[src/rtl/icache_refill_ctrl_if.sv]
// ----------------------------------------------------------------------------
// icache_refill_ctrl_if
// Bundles the miss handshake, memory read channel, and RAM write ports of the
// icache refill controller.
//   master : the refill controller (drives miss_ready, rd_*, bank_*, tagv_*,
//            refill_*)
//   slave  : the surrounding pipeline / memory / RAM side
// Signals:
//   miss_valid/miss_addr/miss_ready     miss request handshake
//   rd_req/rd_addr/rd_ack               line read request to memory
//   ret_valid/ret_last/ret_data         returned beats
//   bank_we/bank_waddr/bank_wdata       data-bank RAM write port
//   tagv_we/tagv_waddr/tagv_wdata       tag/valid RAM write port
//   refill_done/refill_err/refill_line  completion pulses and forwarded line
// ----------------------------------------------------------------------------
interface icache_refill_ctrl_if #(
    parameter int unsigned INDEX_SIZE  = 7,
    parameter int unsigned TAG_SIZE    = 20,
    parameter int unsigned OFFSET_SIZE = 5,
    parameter int unsigned BANK_NUM    = 8,
    parameter int unsigned WORD_SIZE   = 32
);
    localparam int unsigned ADDR_SIZE = TAG_SIZE + INDEX_SIZE + OFFSET_SIZE;

    logic                            miss_valid;
    logic [ADDR_SIZE-1:0]            miss_addr;
    logic                            miss_ready;

    logic                            rd_req;
    logic [ADDR_SIZE-1:0]            rd_addr;
    logic                            rd_ack;

    logic                            ret_valid;
    logic                            ret_last;
    logic [WORD_SIZE-1:0]            ret_data;

    logic [BANK_NUM-1:0]             bank_we;
    logic [INDEX_SIZE-1:0]           bank_waddr;
    logic [WORD_SIZE-1:0]            bank_wdata;

    logic                            tagv_we;
    logic [INDEX_SIZE-1:0]           tagv_waddr;
    logic [WORD_SIZE-1:0]            tagv_wdata;

    logic                            refill_done;
    logic                            refill_err;
    logic [BANK_NUM*WORD_SIZE-1:0]   refill_line;

    modport master (
        input  miss_valid, miss_addr, rd_ack, ret_valid, ret_last, ret_data,
        output miss_ready, rd_req, rd_addr,
        output bank_we, bank_waddr, bank_wdata,
        output tagv_we, tagv_waddr, tagv_wdata,
        output refill_done, refill_err, refill_line
    );

    modport slave (
        output miss_valid, miss_addr, rd_ack, ret_valid, ret_last, ret_data,
        input  miss_ready, rd_req, rd_addr,
        input  bank_we, bank_waddr, bank_wdata,
        input  tagv_we, tagv_waddr, tagv_wdata,
        input  refill_done, refill_err, refill_line
    );
endinterface

[src/rtl/icache_refill_ctrl.sv]
// ----------------------------------------------------------------------------
// icache_refill_ctrl
// Refills one icache line on a miss: invalidates the set's tag, requests the
// line from memory, writes each returned 32-bit beat straight into its bank
// RAM, then commits the valid tag and forwards the whole line to the pipeline.
// A premature ret_last aborts the refill, leaving the set invalid.
// Ports:
//   clk    clock for all state and the RAM write ports
//   reset  synchronous, active-high
//   bus    icache_refill_ctrl_if.master (miss handshake, memory read channel,
//          bank / tag-valid RAM write ports, done/err pulses and packed line)
// ----------------------------------------------------------------------------
module icache_refill_ctrl #(
    parameter int unsigned INDEX_SIZE  = 7,
    parameter int unsigned TAG_SIZE    = 20,
    parameter int unsigned OFFSET_SIZE = 5,
    parameter int unsigned BANK_NUM    = 8,
    parameter int unsigned WORD_SIZE   = 32
) (
    input  logic                        clk,
    input  logic                        reset,
    icache_refill_ctrl_if.master        bus
);
    localparam int unsigned CNT_W     = $clog2(BANK_NUM);
    localparam int unsigned PAD_W     = WORD_SIZE - TAG_SIZE - 1;
    localparam logic [CNT_W-1:0] LAST_BEAT = CNT_W'(BANK_NUM - 1);

    typedef enum logic [2:0] {
        StIdle,
        StInval,
        StReq,
        StRecv,
        StCommit,
        StAbort
    } state_e;

    state_e                              state_q, state_d;
    logic [CNT_W-1:0]                    cnt_q, cnt_d;
    logic [TAG_SIZE-1:0]                 tag_q, tag_d;
    logic [INDEX_SIZE-1:0]               index_q, index_d;
    logic [BANK_NUM-1:0][WORD_SIZE-1:0]  line_q, line_d;

    always_ff @(posedge clk) begin
        if (reset) begin
            state_q <= StIdle;
            cnt_q   <= '0;
            tag_q   <= '0;
            index_q <= '0;
            line_q  <= '0;
        end else begin
            state_q <= state_d;
            cnt_q   <= cnt_d;
            tag_q   <= tag_d;
            index_q <= index_d;
            line_q  <= line_d;
        end
    end

    always_comb begin
        state_d = state_q;
        cnt_d   = cnt_q;
        tag_d   = tag_q;
        index_d = index_q;
        line_d  = line_q;

        // Every output is gated by its state so nothing stale leaks out.
        bus.miss_ready  = 1'b0;
        bus.rd_req      = 1'b0;
        bus.rd_addr     = '0;
        bus.bank_we     = '0;
        bus.bank_waddr  = '0;
        bus.bank_wdata  = '0;
        bus.tagv_we     = 1'b0;
        bus.tagv_waddr  = '0;
        bus.tagv_wdata  = '0;
        bus.refill_done = 1'b0;
        bus.refill_err  = 1'b0;
        bus.refill_line = '0;

        unique case (state_q)
            StIdle: begin
                bus.miss_ready = 1'b1;
                if (bus.miss_valid) begin
                    tag_d   = bus.miss_addr[OFFSET_SIZE+INDEX_SIZE +: TAG_SIZE];
                    index_d = bus.miss_addr[OFFSET_SIZE +: INDEX_SIZE];
                    state_d = StInval;
                end
            end
            StInval: begin
                // Kill the old tag first so partial bank writes are never hit.
                bus.tagv_we    = 1'b1;
                bus.tagv_waddr = index_q;
                bus.tagv_wdata = {{PAD_W{1'b0}}, 1'b0, tag_q};
                state_d        = StReq;
            end
            StReq: begin
                bus.rd_req  = 1'b1;
                bus.rd_addr = {tag_q, index_q, {OFFSET_SIZE{1'b0}}};
                if (bus.rd_ack) begin
                    cnt_d   = '0;
                    state_d = StRecv;
                end
            end
            StRecv: begin
                if (bus.ret_valid) begin
                    bus.bank_we        = BANK_NUM'(1) << cnt_q;
                    bus.bank_waddr     = index_q;
                    bus.bank_wdata     = bus.ret_data;
                    line_d[cnt_q]      = bus.ret_data;
                    cnt_d              = cnt_q + CNT_W'(1);
                    // The counter beat decides completion; ret_last only
                    // matters when it arrives early.
                    if (cnt_q == LAST_BEAT) begin
                        state_d = StCommit;
                    end else if (bus.ret_last) begin
                        state_d = StAbort;
                    end
                end
            end
            StCommit: begin
                bus.tagv_we     = 1'b1;
                bus.tagv_waddr  = index_q;
                bus.tagv_wdata  = {{PAD_W{1'b0}}, 1'b1, tag_q};
                bus.refill_done = 1'b1;
                bus.refill_line = line_q;
                state_d         = StIdle;
            end
            StAbort: begin
                bus.refill_err = 1'b1;
                state_d        = StIdle;
            end
            default: begin
                state_d = StIdle;
            end
        endcase
    end
endmodule

[src/flat_wrapper.sv]
// flat-port wrapper written by rule: the top's interface ports become plain ports
module icache_refill_ctrl_flat 
#(
    parameter int unsigned INDEX_SIZE  = 7,
    parameter int unsigned TAG_SIZE    = 20,
    parameter int unsigned OFFSET_SIZE = 5,
    parameter int unsigned BANK_NUM    = 8,
    parameter int unsigned WORD_SIZE   = 32
)
  (clk, reset, bus_miss_valid, bus_miss_addr, bus_rd_ack, bus_ret_valid, bus_ret_last, bus_ret_data, bus_miss_ready, bus_rd_req, bus_rd_addr, bus_bank_we, bus_bank_waddr, bus_bank_wdata, bus_tagv_we, bus_tagv_waddr, bus_tagv_wdata, bus_refill_done, bus_refill_err, bus_refill_line);
  icache_refill_ctrl_if #(.INDEX_SIZE(INDEX_SIZE), .TAG_SIZE(TAG_SIZE), .OFFSET_SIZE(OFFSET_SIZE), .BANK_NUM(BANK_NUM), .WORD_SIZE(WORD_SIZE)) bus_i ();
  input  logic clk;
  input  logic reset;
  input wire logic [$bits(bus_i.miss_valid)-1:0] bus_miss_valid;
  input wire logic [$bits(bus_i.miss_addr)-1:0] bus_miss_addr;
  input wire logic [$bits(bus_i.rd_ack)-1:0] bus_rd_ack;
  input wire logic [$bits(bus_i.ret_valid)-1:0] bus_ret_valid;
  input wire logic [$bits(bus_i.ret_last)-1:0] bus_ret_last;
  input wire logic [$bits(bus_i.ret_data)-1:0] bus_ret_data;
  output wire logic [$bits(bus_i.miss_ready)-1:0] bus_miss_ready;
  output wire logic [$bits(bus_i.rd_req)-1:0] bus_rd_req;
  output wire logic [$bits(bus_i.rd_addr)-1:0] bus_rd_addr;
  output wire logic [$bits(bus_i.bank_we)-1:0] bus_bank_we;
  output wire logic [$bits(bus_i.bank_waddr)-1:0] bus_bank_waddr;
  output wire logic [$bits(bus_i.bank_wdata)-1:0] bus_bank_wdata;
  output wire logic [$bits(bus_i.tagv_we)-1:0] bus_tagv_we;
  output wire logic [$bits(bus_i.tagv_waddr)-1:0] bus_tagv_waddr;
  output wire logic [$bits(bus_i.tagv_wdata)-1:0] bus_tagv_wdata;
  output wire logic [$bits(bus_i.refill_done)-1:0] bus_refill_done;
  output wire logic [$bits(bus_i.refill_err)-1:0] bus_refill_err;
  output wire logic [$bits(bus_i.refill_line)-1:0] bus_refill_line;
  assign bus_i.miss_valid = bus_miss_valid;
  assign bus_i.miss_addr = bus_miss_addr;
  assign bus_i.rd_ack = bus_rd_ack;
  assign bus_i.ret_valid = bus_ret_valid;
  assign bus_i.ret_last = bus_ret_last;
  assign bus_i.ret_data = bus_ret_data;
  assign bus_miss_ready = bus_i.miss_ready;
  assign bus_rd_req = bus_i.rd_req;
  assign bus_rd_addr = bus_i.rd_addr;
  assign bus_bank_we = bus_i.bank_we;
  assign bus_bank_waddr = bus_i.bank_waddr;
  assign bus_bank_wdata = bus_i.bank_wdata;
  assign bus_tagv_we = bus_i.tagv_we;
  assign bus_tagv_waddr = bus_i.tagv_waddr;
  assign bus_tagv_wdata = bus_i.tagv_wdata;
  assign bus_refill_done = bus_i.refill_done;
  assign bus_refill_err = bus_i.refill_err;
  assign bus_refill_line = bus_i.refill_line;
  icache_refill_ctrl #(.INDEX_SIZE(INDEX_SIZE), .TAG_SIZE(TAG_SIZE), .OFFSET_SIZE(OFFSET_SIZE), .BANK_NUM(BANK_NUM), .WORD_SIZE(WORD_SIZE)) u_core (.clk(clk), .reset(reset), .bus(bus_i));
endmodule
[config.mk]
export PLATFORM = sky130hd
export DESIGN_NAME = icache_refill_ctrl_flat
export DESIGN_NICKNAME = d
export VERILOG_FILES = /design/src/rtl/icache_refill_ctrl_if.sv /design/src/rtl/icache_refill_ctrl.sv /design/src/flat_wrapper.sv
export SDC_FILE = /design/constraint.sdc
export NUM_CORES = 1
export LEC_CHECK = 0
export BUFFER_PORTS_ARGS = -buffer_cell sky130_fd_sc_hd__buf_4
export CAP_MARGIN = 10
export CORE_AREA = 2 2 178 180
export DETAILED_ROUTE_END_ITERATION = 6
export DIE_AREA = 0 0 180 182
export GPL_TIMING_DRIVEN = 1
export PLACE_DENSITY = 0.76
export SLEW_MARGIN = 20
export SYNTH_ARGS = -nofsm -noshare
export SYNTH_HDL_FRONTEND = slang
export SYNTH_SLANG_ARGS = --single-unit
[constraint.sdc]
create_clock -name clk -period 3 [get_ports clk]
set_clock_uncertainty 0.05 [all_clocks]
set_input_delay 0 -clock clk [delete_from_list [all_inputs] [get_ports clk]]
set_output_delay 0 -clock clk [all_outputs]
set_load 0.02 [all_outputs]
* After elaboration in Yosys (flattened, before gate mapping) *
Index checks and enable logic that the tools add are counted.

cells by class
  add/subtract/negate cells = 1
  $mul = 0
  divide/modulo/power cells = 0
  order comparisons = 2
  equality and inequality tests = 10
  shift operators = 1
  multiplexer cells = 27
  bitwise logic cells = 0
  reductions and logical operators = 8

operators by type and width
  cell                                                                number
  bitwise mux 256 bit                                                 1
  2-to-1 mux 256 bit                                                  1
  2-to-1 mux 32 bit                                                   4
  demux 32 bit (select 3 bit)                                         1
  one-hot mux 21 bit (2 select lines)                                 1
  2-to-1 mux 3 bit                                                    7
  2-to-1 mux 7 bit                                                    3
  2-to-1 mux 8 bit                                                    2
  one-hot mux 3 bit (4 select lines)                                  1
  equality test 3 bit (second input constant)                         3
  << shifter 1 x 3 -> 8 bit (first input constant)                    1
  equality test 3 x 2 -> 1 bit (second input constant)                2
  inequality test 2 bit (second input constant)                       3
  one-hot mux 3 bit (2 select lines)                                  1
  2-to-1 mux 1 bit                                                    5
  less-than comparator 3 x 4 -> 1 bit (second input constant)         1
  AND reduction 2 bit                                                 2
  AND reduction 4 bit                                                 1
  adder 3 x 1 -> 3 bit (second input constant)                        1
  equality test 3 x 1 -> 1 bit (second input constant)                1
  greater-or-equal comparator 3 x 1 -> 1 bit (second input constant)  1
  zero test 3 bit                                                     1
  inequality test 3 x 2 -> 1 bit (second input constant)              1
  AND reduction 3 bit                                                 1
  other kinds (3)                                                     3

word-level totals
  register bits = 289
  bits in latches = 0
  RAM bits = 0
  memory bits (read-only) = 0
  input port bits = 70
  output and inout bits = 379
  logic and storage cells = 61
  memories = 0

* Longest topological paths before layout *
  depth in word-level cells = 5
  gate-level depth with buffers = 7
  mapped depth without buffers = 5

* Least setup slack after synthesis *
OpenSTA, ideal clock, no wires.

  path kind = register to output
  from = register u_core.state_q[1]
  to = output port bus_rd_addr[22]
  arrival time = 1.594 ns
  required time = 2.950 ns
  setup slack = 1.356 ns
  stages on the path, launching flop included = 5
  buffers on the path = 2
  cells stage by stage = dfxtp_1 > buf_4 > nor3b_1 > clkbuf_1 > and2_1

on the way
  longest elaborated chain between the ends = 2

RTL lines
  item                          RTL line                  text
  from (decl)                   icache_refill_ctrl.sv:37  state_e state_q, state_d;
  from (signal assigned)        icache_refill_ctrl.sv:45  state_q <= StIdle;
  from (signal assigned)        icache_refill_ctrl.sv:51  state_q <= state_d;
  equality test 3 x 2 -> 1 bit  icache_refill_ctrl.sv:80  unique case (state_q)
  2-to-1 mux 32 bit             icache_refill_ctrl.sv:80
  to (decl)                     flat_wrapper.sv:22        output wire logic [$bits(bus_i.rd_addr)-1:0] bus_rd_addr;

Every way passes these cells.

* Final worst setup path *
  from = register u_core.state_q[1]
  to = output port bus_bank_we[2]

on the way
  longest elaborated chain between the ends = 2

RTL lines
  item                          RTL line                  text
  equality test 3 x 2 -> 1 bit  icache_refill_ctrl.sv:80
  2-to-1 mux 8 bit              icache_refill_ctrl.sv:80
  to (decl)                     flat_wrapper.sv:23        output wire logic [$bits(bus_i.bank_we)-1:0] bus_bank_we;

Every way passes these cells.

==> insert_results.sql <==
INSERT INTO impl_metrics (metric_group, metric, value, unit) VALUES
('worst_setup_path', 'timing.critical_path.slowest_cell_delay', '730', 'ps'),
('synth', 'post-synth-top-area-fraction', '0.413', ''),
('power', 'combPwrFrac', '0.079', ''),
('synth', 'syn_inst', '1487', ''),
('timing', 'worst_slew_pin_slew', '934', 'ps'),
('worst_setup_path', 'timing.critical_path.to_type', 'output pin', ''),
('route', 'post-route-drc-count', '0', ''),
('die', 'die_height', '182', 'um'),
('clocking', 'clock_tree.htree_level_count', '1', ''),
('power', 'worst_voltage_drop_across_the_vdd_grid', '0.365', 'mV'),
('outcome', 'run_status', 'finished clean', ''),
('placement', 'gp_congestion', '0.785', ''),
('worst_hold_path', 'whs_path_depth', '3', ''),
('die', 'placementRows', '65', ''),
('power', 'leakage_power_of_the_design', '9.69', 'nW'),
('synth', 'top_cells_by_count_synth', 'and2_1, dfxtp_1, nand2b_1', ''),
('timing', 'maxSlewHeadroom', '0.378', ''),
('route', 'ant_nets', '0', ''),
('timing', 'fin_tns_setup', '0', 'ps'),
('timing', 'timing.final.crit_period', '2760', 'ps'),
('die', 'initial_core_util', '0.452', ''),
('timing', 'grt_setup_unrepaired', 'false', ''),
('clocking', 'cts_tree', 'done', ''),
('die', 'design.portCount', '449', ''),
('worst_hold_path', 'worst_min_delay_path_class', 'input pin to flip-flop', ''),
('synth', 'ys_seq_area_frac', '0.413', ''),
('power', 'power-per-cell-area', '446', 'nW/um^2'),
('worst_setup_path', 'critical_path_at', '2710', 'ps'),
('synth', 'yosysWarnings', '0', ''),
('clocking', 'clk_latency', '550', 'ps'),
('timing', 'maxSlewViolCount', '0', ''),
('timing', 'hold_viol', '0', ''),
('synth', 'yosys_most_used_dff', 'dfxtp_1', ''),
('synth', 'mappedNetlistArea', '14000', 'sq um'),
('die', 'design.die.area', '32800', 'sq um'),
('global_route', 'grt_pass1_vias', '11500', ''),
('placement', 'buffer_ports.inserted', '427', ''),
('route', 'drtPass1Iterations', '4', ''),
('route', 'post_drt_wl_per_cell', '17.5', 'um'),
('global_route', 'grt_overflow', '0', ''),
('clocking', 'ctsLongestPathBuffers', '3', ''),
('global_route', 'antenna_violations_before_repair', '0', ''),
('route', 'route.final.wire_length', '40900', 'um'),
('global_route', 'global_route_wire_length_before_repair', '63400', 'um'),
('worst_setup_path', 'worst_setup_path_start_kind', 'flip-flop', ''),
('clocking', 'clock-sinks', '289', ''),
('timing', 'finalSetupViolations', '0', ''),
('synth', 'synth_area_leader_cell', 'dfxtp_1', ''),
('power', 'netSwitchingFraction', '0.234', ''),
('final_layout', 'antenna_cell_count', '0', ''),
('timing', 'share_of_the_clock_period_used_by_the_worst_path_after_layout', '0.919', ''),
('synth', 'ys_ff_latch', '289', ''),
('synth', 'synth_enable_flop_cells', '0', ''),
('placement', 'detailedPlace.worstSlack', '549', 'ps'),
('power', 'internal_power', '0.00653', 'W'),
('worst_setup_path', 'worstSetupPathType', 'flip-flop to output pin', ''),
('power', 'pwr-share-seq', '0.460', ''),
('clocking', 'path_clk_slew', '60', 'ps'),
('route', 'detailedRoute.firstIterationViolations', '478', ''),
('worst_setup_path', 'timing.reg2reg.worst_path_depth', '4', ''),
('synth', 'synth_top_cells_by_area', 'dfxtp_1, mux2i_1, and2_1', ''),
('timing', 'setup_slack', '243', 'ps'),
('synth', 'asyncSetResetFlopFracSynth', '0', ''),
('clocking', 'post_cts_buffers', '0', ''),
('synth', 'yosysMostFrequentCell', 'and2_1', ''),
('final_layout', 'nets', '1983', ''),
('timing', 'max_clock_freq', '363', 'MHz'),
('placement', 'place_hpwl', '26600', 'um'),
('die', 'die_w', '180', 'um'),
('worst_setup_path', 'critPathRequiredTime', '2950', 'ps'),
('route', 'route.detailed.vias_per_inst', '4.87', '');
==> metrics by stage <==
stage | util | cells | cell area [sq um] | hold slack (ps) | total power (W)
final | 0.616 | 2333 | 19100 | 181 | 0.00851
after global routing | 0.616 | 2333 | 19100 | 201 | 0.00881
after CTS | 0.616 | 2333 | 19100 | 169 | 0.00859
after detailed placement | 0.557 | 2200 | 17300 | 209 | 0.00458
after global placement | 0.557 | 2200 | 17300 | 201 | 0.00457
after floorplan | - | 1502 | 14100 | 86.0 | 0.00438
==> cells in the final DEF (no fill, tap or decap), types with 2 or more instances in the layout <==
cell and count:
buf_12 3, buf_4 452, dlygate4sd3_1 76, inv_1 2, mux2i_1 258, clkbuf_8 11, nand4_4 6, clkinv_2 5
ha_1 6, nand2_1 57, o21ai_0 3, nor2_1 5, clkinvlp_4 3, conb_1 16, clkbuf_16 31, and2_1 352
bufinv_16 2, clkbuf_1 4, and3_1 6, nand2b_1 289, dfxtp_1 289, nor3b_1 2, a211oi_1 2, nand3_1 2
a21oi_1 28, nor3_1 3
==> layout make-up <==
type,instances,area (sq um)
sequential,289,5790
tap,402,503
fill,2537,11900
multi-input combinational,1050,7490
clock inverter,11,124
timing repair buffer,532,4230
clock buffer,46,942
inverter,3,11.3
==> logic make-up after synthesis <==
family / Yosys count / synth area share
AND/OR/NAND/NOR: 733 / 0.324
flip-flops: 289 / 0.413
multiplexers: 258 / 0.184
buffers and inverters: 163 / 0.0594
AO/OA/AOI/OAI: 36 / 0.0137
adder cells (fa/ha/maj): 6 / 0.00536
other: 1 / 0.000268
XOR/XNOR: 1 / 0.000625
==> flip-flops by register name (all words and copies together), names as in the netlist <==
signal	count
u_core.cnt_q	3
u_core.index_q	7
u_core.line_q	256
u_core.state_q	3
u_core.tag_q	20
==> final timing paths <==
kind | startpoint | endpoint | slack (ps)
setup / recovery | u_core.state_q[1]$_SDFFE_PP0P_ | bus_bank_we[2] | 240
hold / removal | bus_ret_data[31] | u_core.line_q[95]$_SDFFE_PP0P_ | 180
setup reg to reg | u_core.state_q[1]$_SDFFE_PP0P_ | u_core.tag_q[5]$_SDFFE_PP0P_ | 400
hold reg to reg | u_core.line_q[15]$_SDFFE_PP0P_ | u_core.line_q[15]$_SDFFE_PP0P_ | 410
==> power by group through the flow <==
stage / logic [W] / registers, W / clock network, W
after global routing: 0.000719 / 0.00392 / 0.00417
after floorplan: 0.000396 / 0.00398 / 0
after global placement: 0.000568 / 0.00400 / 0
after detailed placement: 0.000575 / 0.00400 / 0
after CTS: 0.000663 / 0.00392 / 0.00401
final: 0.000670 / 0.00392 / 0.00393
==> worst max-delay path: cells and delay by family (launching register included) <==
family / cells / cell delay (ps)
buffers and inverters: 2 / 580
flip-flops: 1 / 730
AND/OR/NAND/NOR: 2 / 840
==> timing repair <==
action,in CTS,in global routing
hold buffers,76,0
hold endpoints to repair,265,0
setup endpoints to repair,0,10
gates resized for setup,0,1
==> routing by layer <==
metal / global-route usage / wire length (um)
met1: 0.294 / 17500
met2: 0.416 / 19900
met3: 0.0465 / 2310
met4: 0.0797 / 1190
met5: 0 / 0
Note: power is estimated with default switching activity, not from simulation.
